--- src/rtl/multi_digit_timer.sv ---
// Multi-digit BCD up/down timer with run/stop/done control, prescaled tick,
// optional wrap at terminal count and registered seven-segment outputs.
module multi_digit_timer #(
   parameter int DIGITS  = 2,
   parameter int CLK_DIV = 25000000,
   parameter int WRAP    = 1
) (
   input  logic                  clk_50MHz,
   input  logic                  reset,
   input  logic                  start,
   input  logic                  stop,
   input  logic                  clear,
   input  logic                  up,
   input  logic                  load,
   input  logic [4*DIGITS-1:0]   load_value,
   output logic [4*DIGITS-1:0]   count_bcd,
   output logic [8*DIGITS-1:0]   seg,
   output logic                  running,
   output logic                  done,
   output logic                  tc_pulse
);

   localparam int                 PW         = $clog2(CLK_DIV);
   localparam logic [PW-1:0]      PRESC_LAST = PW'(CLK_DIV - 1);
   localparam logic [4*DIGITS-1:0] MAX_COUNT = {DIGITS{4'h9}};

   typedef enum logic [1:0] {
      ST_STOP,
      ST_RUN,
      ST_DONE
   } state_t;

   state_t                state, state_nxt;
   logic [PW-1:0]         presc, presc_nxt;
   logic [4*DIGITS-1:0]   count_nxt;
   logic [4*DIGITS-1:0]   stepped;
   logic [4*DIGITS-1:0]   load_sat;
   logic [8*DIGITS-1:0]   seg_nxt;
   logic                  tc_nxt;
   logic                  tick;
   logic                  at_term;
   logic                  next_term;

   // Cascaded per-digit BCD step; the carry/borrow ripples only through digits that roll over.
   function automatic logic [4*DIGITS-1:0] bcd_step(input logic [4*DIGITS-1:0] v,
                                                     input logic              dir_up);
      logic [4*DIGITS-1:0] r;
      logic [3:0]          d;
      logic                c;
      r = v;
      c = 1'b1;
      for (int i = 0; i < DIGITS; i++) begin
         d = v[4*i +: 4];
         if (c) begin
            if (dir_up) begin
               if (d == 4'd9) r[4*i +: 4] = 4'd0;
               else begin
                  r[4*i +: 4] = d + 4'd1;
                  c           = 1'b0;
               end
            end else begin
               if (d == 4'd0) r[4*i +: 4] = 4'd9;
               else begin
                  r[4*i +: 4] = d - 4'd1;
                  c           = 1'b0;
               end
            end
         end
      end
      return r;
   endfunction

   function automatic logic [7:0] seg_code(input logic [3:0] d);
      case (d)
         4'd0:    return 8'hC0;
         4'd1:    return 8'hF9;
         4'd2:    return 8'hA4;
         4'd3:    return 8'hB0;
         4'd4:    return 8'h99;
         4'd5:    return 8'h92;
         4'd6:    return 8'h82;
         4'd7:    return 8'hF8;
         4'd8:    return 8'h80;
         4'd9:    return 8'h90;
         default: return 8'hFF;
      endcase
   endfunction

   assign running   = (state == ST_RUN);
   assign done      = (state == ST_DONE);
   assign tick      = (state == ST_RUN) && (presc == PRESC_LAST);
   assign stepped   = bcd_step(count_bcd, up);
   assign at_term   = up ? (count_bcd == MAX_COUNT) : (count_bcd == '0);
   assign next_term = up ? (stepped == MAX_COUNT) : (stepped == '0);

   always_comb begin
      load_sat = load_value;
      seg_nxt  = '0;
      for (int i = 0; i < DIGITS; i++) begin
         if (load_value[4*i +: 4] > 4'd9) load_sat[4*i +: 4] = 4'd9;
         seg_nxt[8*i +: 8] = seg_code(count_bcd[4*i +: 4]);
      end
   end

   // NOTE: every signal gets a default before any branch so no path leaves it unassigned (no latch).
   always_comb begin
      state_nxt = state;
      count_nxt = count_bcd;
      presc_nxt = presc;
      tc_nxt    = 1'b0;
      if (clear) begin
         count_nxt = '0;
         presc_nxt = '0;
         if (state == ST_DONE) state_nxt = ST_STOP;
      end else if (load) begin
         count_nxt = load_sat;
         presc_nxt = '0;
         if (state == ST_DONE) state_nxt = ST_STOP;
      end else begin
         case (state)
            ST_STOP: if (start && !stop) state_nxt = ST_RUN;
            ST_RUN: begin
               // Stop freezes the prescaler so a later start resumes mid-period.
               if (stop) state_nxt = ST_STOP;
               else if (tick) begin
                  presc_nxt = '0;
                  count_nxt = stepped;
                  if (WRAP != 0) tc_nxt = at_term;
                  else begin
                     tc_nxt = at_term || next_term;
                     if (next_term) state_nxt = ST_DONE;
                  end
               end else begin
                  presc_nxt = presc + PW'(1);
               end
            end
            ST_DONE: ;
            default: state_nxt = ST_STOP;
         endcase
      end
   end

   // NOTE: sequential state uses non-blocking assignments so all registers update from pre-edge values.
   always_ff @(posedge clk_50MHz) begin
      if (reset) begin
         state     <= ST_STOP;
         presc     <= '0;
         count_bcd <= '0;
         tc_pulse  <= 1'b0;
         seg       <= {DIGITS{8'hC0}};
      end else begin
         state     <= state_nxt;
         presc     <= presc_nxt;
         count_bcd <= count_nxt;
         tc_pulse  <= tc_nxt;
         seg       <= seg_nxt;
      end
   end

endmodule

--- config.mk ---
export PLATFORM = sky130hd
export DESIGN_NAME = multi_digit_timer
export DESIGN_NICKNAME = d
export VERILOG_FILES = /design/src/rtl/multi_digit_timer.sv
export SDC_FILE = /design/constraint.sdc
export NUM_CORES = 1
export LEC_CHECK = 0
export ABC_AREA = 1
export CORE_MARGIN = 8
export CORE_UTILIZATION = 30
export CTS_CLUSTER_SIZE = 12
export DETAILED_ROUTE_END_ITERATION = 16
export HOLD_SLACK_MARGIN = 0.15
export SYNTH_ARGS = -nofsm -noshare
export SYNTH_HDL_FRONTEND = slang
export SYNTH_SLANG_ARGS = --single-unit
--- constraint.sdc ---
create_clock -name clk_50MHz -period 1.64 [get_ports clk_50MHz]
set_clock_uncertainty 0.05 [all_clocks]
set_input_delay 0.328 -clock clk_50MHz [delete_from_list [all_inputs] [get_ports clk_50MHz]]
set_output_delay 0.328 -clock clk_50MHz [all_outputs]
set_load 0.03 [all_outputs]
## Word level (Yosys, flattened, before mapping)

Memories as Yosys holds them, arrays and structs flattened. A register that Yosys moved wholly into a read port is not among the register bits.
Cells that the tools add are included.

- $add $sub $neg: 5
- Magnitude comparators: 2
- Eq/ne operators: 10
- Multiplexer cells: 24
- Bitwise operators: 3
- Reductions and logical operators: 17

Operator list:

| kind | count |
|---|---|
| two-way mux 4 bit | 9 |
| two-way mux 8 bit | 4 |
| adder 25 x 1 -> 25 bit, second input constant | 1 |
| equality test 25 bit, second input constant | 1 |
| two-way mux 25 bit | 1 |
| two-way mux 2 bit | 5 |
| adder 4 x 1 -> 4 bit, second input constant | 2 |
| equality test 4 bit, second input constant | 2 |
| equality test 8 bit, second input constant | 1 |
| greater-than comparator 4 bit, second input constant | 2 |
| logical NOT 4 bit | 2 |
| logical NOT 8 bit | 1 |
| inequality test 4 bit, second input constant | 2 |
| subtractor 4 x 1 -> 4 bit, second input constant | 2 |
| case mux 2 bit (3 select lines) | 1 |
| AND reduction 3 bit | 2 |
| nonzero test 2 bit | 3 |
| OR reduction 6 bit | 1 |
| two-way mux 1 bit | 4 |
| AND reduction 4 bit | 1 |
| inequality test 3 bit, second input constant | 1 |
| NOT 1 bit | 3 |
| OR reduction 3 bit | 1 |
| equality test 2 x 1 -> 1 bit, second input constant | 1 |
| 7 further kinds | 8 |

- Register bits: 52
- Memory bits (read-only): 224
- Input bits: 15
- Memories: 2

Memory list:

| name | depth | bits a word | rd ports | clocked after memory_dff | wr ports | RTL line | RTL |
|---|---|---|---|---|---|---|---|
| (name not given) | 16 | 7 | 1 | 1 | 0 | 74 | `case (d)` |
| (name not given) | 16 | 7 | 1 | 1 | 0 | 74 |  |

## Logic depth before layout (Yosys ltp)

- Depth after elaboration: 8
- Depth in mapped cells: 11
- Mapped depth without buffers: 11

## Worst setup path before layout

OpenSTA, ideal clock, no wires.

- Path kind: register -> register
- Start: reg count_bcd[0]
- End: reg count_bcd[4]
- Arrival time: 1.634 ns
- Data required time: 1.476 ns
- Setup slack: -0.158 ns
- Stages on the path, launching flop included: 9
- Buffers on the path: 0
- Clock period less this slack: 1.798 ns
- Path through: dfxtp_1 > inv_1 > ha_1 > nand3_1 > nand2_1 > nand4_1 > nand2_1 > nor2_1 > nor2_1

- Cells in the longest elaborated chain, start to end: 5
- Elaborated cells on any way between the ends: 7

Ends and longest elaborated chain:

| what | RTL line | RTL |
|---|---|---|
| from (decl) | 16 | `output logic [4*DIGITS-1:0] count_bcd,` |
| from (signal assigned) | 154 | `count_bcd <= count_nxt;` |
| equality test 4 bit or logical NOT 4 bit (tied branches) | 56, 62 |  |
| two-way mux 1 bit, on equally long branches | 56, 62 |  |
| two-way mux 1 bit (*) | 55 | `if (dir_up) begin` |
| nonzero test 2 bit (no source line) (*) | - |  |
| AND reduction 4 bit (no source line) (*) | - |  |

Every way passes the cells marked *; elsewhere a longest branch is shown, timed or not.
A chain may end at the register's enable or synchronous reset.

## Worst setup path in the final report

- Start: reg presc[1]
- End: reg count_bcd[4]

- Cells in the longest elaborated chain, start to end: 4

Ends and longest elaborated chain:

| what | RTL line | RTL |
|---|---|---|
| from (decl) | 34 | `logic [PW-1:0] presc, presc_nxt;` |
| from (signal assigned) | 153 | `presc <= presc_nxt;` |
| equality test 25 bit | 91 | `assign tick = (state == ST_RUN) && (presc == PRESC_LAST);` |
| logical AND 1 bit | 91 |  |
| nonzero test 2 bit (no source line) | - |  |
| AND reduction 4 bit (no source line) | - |  |

Every way passes these cells.

==> results.txt <==
Data arrives at the worst endpoint at 1720 ps. The share of flip-flops with an asynchronous set or reset works out to 0. The analysis attributes to net switching a power of 660 uW.

The repair_antennas step left the layout with diodes totalling 0. Share of cell area taken by muxes after synthesis: 0. The tools report the number of filler instances in the final layout as 960. The proportion of power drawn by the clock network is 0.337, and the global router's overall resource usage is 0.124.

The fraction of final layout cells with drive strength greater than 1 was 0.231; the power share of the combinational group was 0.169. Counting the buffers created by CTS gives 5. The run gives 151 as the starting DRC count in detailed routing. The maximum fanout along the worst path came out at 5.

Summed over all instances, the cell type with the most area after synthesis is dfxtp_1. The category of the critical setup timing path was register to register. The area fraction in and, or, nand and nor cells after synthesis came out at 0.387.

After detailed routing, the number of remaining DRC violations is 0. The logs give 6160 microns for the total half-perimeter wirelength after legalization and detailed placement and 0 for the hold buffer count at CTS. The per-instance average area after synthesis is 6.62 sq um.

Entering global routing, the biggest net connects 15 pins. The tools report the number of nets with antenna violations after routing as 0. The run gives 0.0130 sq mm as the full die area. For the part of the Yosys area used for sequential elements, the log shows 0.348. The first global-routing pass estimated 13400 microns of wire.

The xor and xnor fraction of the mapped netlist area was 0.0243; the overall die height was 114 microns. The run gives 561 as the net total in the final layout. The analysis attributes to cell leakage a power of 0.00186 uW. The post-route fraction of the period consumed by the critical path is 0.961. The detailed router placed 3044 vias in this run. The number of iterations in the first detailed-routing pass was 5. In the layout the commonest cells are 105 x nand2_1, 65 x buf_4, 57 x nor2_1. The sum of overflow across all layers after global routing is 0, and the routability congestion estimate is 0.870. Counting along the longest clock path gives a buffer depth of 2. Maximum resistive drop on vdd: 0.359 mV. The min-delay analysis places its worst path in the category register to register.

The die is 114 microns wide. For this block, the routed nets add up to 7620 microns of wire. The worst path in the final design needs a cycle of 1580 ps, including I/O delays and setup. Synthesis instantiated 36 different standard cells from the library.

The synthesized netlist occupies a cell area of 0.00288 sq mm. The detail-routed via count per cell was 4.58. The flow ran to the end, and the final reports show no timing, DRC or antenna violations. The run gives 0.635 GHz as the maximum frequency from static timing analysis. Root buffer cell: clkbuf_8. The relative contribution of sequential cells to total power is 0.494, and the post-synthesis cell count is 435. The tools report the core box area as 0.00928 sq mm. The tools report the final core area utilization as 0.439.

The areal power density over the cells was 623 mW/mm^2. The count of endpoints failing hold in the final timing report is 0, and the number of placement rows is 35. The count of final max-slew check failures is 0, and the share of the synthesized area in the top cell type is 0.348. The number of sinks driven by the clock tree is 50. The top-level port count is 42.

The Yosys step of the flow raised 0 warnings. After detailed routing, the average wire length per cell comes to 11.5 microns. By area, the combinational part of the netlist is dominated by simple AND/OR/NAND/NOR gates. Most common cell after layout, fill and taps aside: nand2_1. The most frequently used flop master after synthesis was dfxtp_1. Startpoint type of the worst setup path: a register. The number of global-route vias before repair is 3002, and the count of final setup violators is 0. The register bit total from synthesis came out at 50.

The area fraction in compound gates after synthesis was 0.102; the clock-pin slew of the registers on the worst-case setup and hold paths was 90 ps. The number of enable-type register cells in the synthesized netlist works out to 0. STA classifies the critical path endpoint as a register.

The cell-internal power was 1880 uW; the synthesis-to-layout area growth was 41.5%. The number of antenna violations at the first check in global routing is 0. The switching power as a share of total power works out to 0.260. The share of synthesized cell area in full adder, half adder and majority cells was 0.0478. Ranked by total cell area, the synthesized netlist is headed by dfxtp_1 35%, nand2_1 14%, nor2_1 8.1%. Across the run, the number of max-cap violations was 0. In this run the tool buffered the top-level ports with 39 buffer cells. The required time of the critical path was 1780 ps; the initial core utilization was 0.310. In this run the number of H-tree levels came out at 2.

Setup repair after global routing could not meet its margin everywhere. The total negative setup slack was 0 ps. TritonCTS built the clock tree.

Clock latency on the worst-skew pair: 290 ps.
## layer usage
layer | GRT usage | share of wire | vias to the layer above
li1 | - | - | 1591
met2 | 0.201 | 0.45 | 85
met1 | 0.156 | 0.48 | 1360
met4 | 0.0524 | 0.017 | 0
met3 | 0.0217 | 0.053 | 8
met5 | 0 | 0 | -
## kinds of logic after synthesis
| family | count (synthesis) |
|---|---|
| compound gates | 52 |
| xor+xnor | 8 |
| fa+ha+maj | 11 |
| buf+inv | 65 |
| flops | 50 |
| other cells | 1 |
| simple gates | 248 |
## per-stage QoR
step	hold WS, ps	total power (uW)	worst slack (ps)	std cells	cell area [sq um]
3_5_place_dp	424	1720	-310	655	3850
3_3_place_gp	418	1710	-298	655	3850
4_1_cts	435	2570	12.5	664	3970
6_report	443	2540	64.0	665	4080
5_1_grt	474	2680	-64.1	665	4080
2_1_floorplan	399	1530	24.4	436	2890
## final timing paths
kind	slack (ps)	cells after the start	to	start
min	440	2	presc[2]	presc[2]
max	60	10	count_bcd[4]	presc[1]
min reg2reg	440	2	presc[2]	presc[2]
max reg2reg	60	10	count_bcd[4]	presc[1]
## state kept, by name, summed over array words and instances (netlist names)
signal	count
seg	14
tc_pulse	1
presc	25
state	2
count_bcd	8
## Yosys cell counts (2+ instances only)
cell and number:
inv_1 52, buf_4 2, ha_1 11, buf_2 5, o211ai_1 4, a21oi_1 22, inv_2 2, nor2_4 3
dfxtp_1 50, o21ai_1 2, o21ai_0 15, nand4_1 6, xor2_1 6, nor2_1 62, nand2_1 111, nor3_1 9
xnor2_1 2, nand3_1 38, clkbuf_1 3, or2_2 3, nor2_2 3, nand2_4 2, nor3b_1 6, o22ai_1 2
a211oi_1 3
## critical path, stage by stage, from the launching register on
cell and delay, ps:
dfxtp_2 360, ha_4 140, nand2_2 50, inv_2 80, nand3_2 100, nor2_4 130, nand4_1 230, nand2_2 170
nand2_1 70, nand2_1 60, nor2_1 40
## power by group through the flow
stage               combinational (uW)  clock [uW]  sequential [uW]
finish                             430         855             1250
global route                       477         943             1260
CTS                                423         888             1250
detailed placement                 435           0             1280
global placement                   430           0             1280
floorplan                          192           0             1330
## layout make-up
| cell class | instances | area, sq um | area share |
|---|---|---|---|
| multi-input combinational | 321 | 1740 | 0.426 |
| sequential | 50 | 1020 | 0.249 |
| timing repair buffer | 102 | 843 | 0.207 |
| inverter | 55 | 210 | 0.0516 |
| tap | 129 | 161 | 0.0396 |
| clock buffer | 7 | 76.3 | 0.0187 |
| clock inverter | 1 | 30.0 | 0.00737 |
## what timing repair did
item,CTS,global route
pin swaps,4,10
gates cloned,0,0
endpoints found under the setup margin,42,24
gates resized for setup,34,30
setup buffers,1,1
No activity file was read; power rests on OpenSTA's default activity.
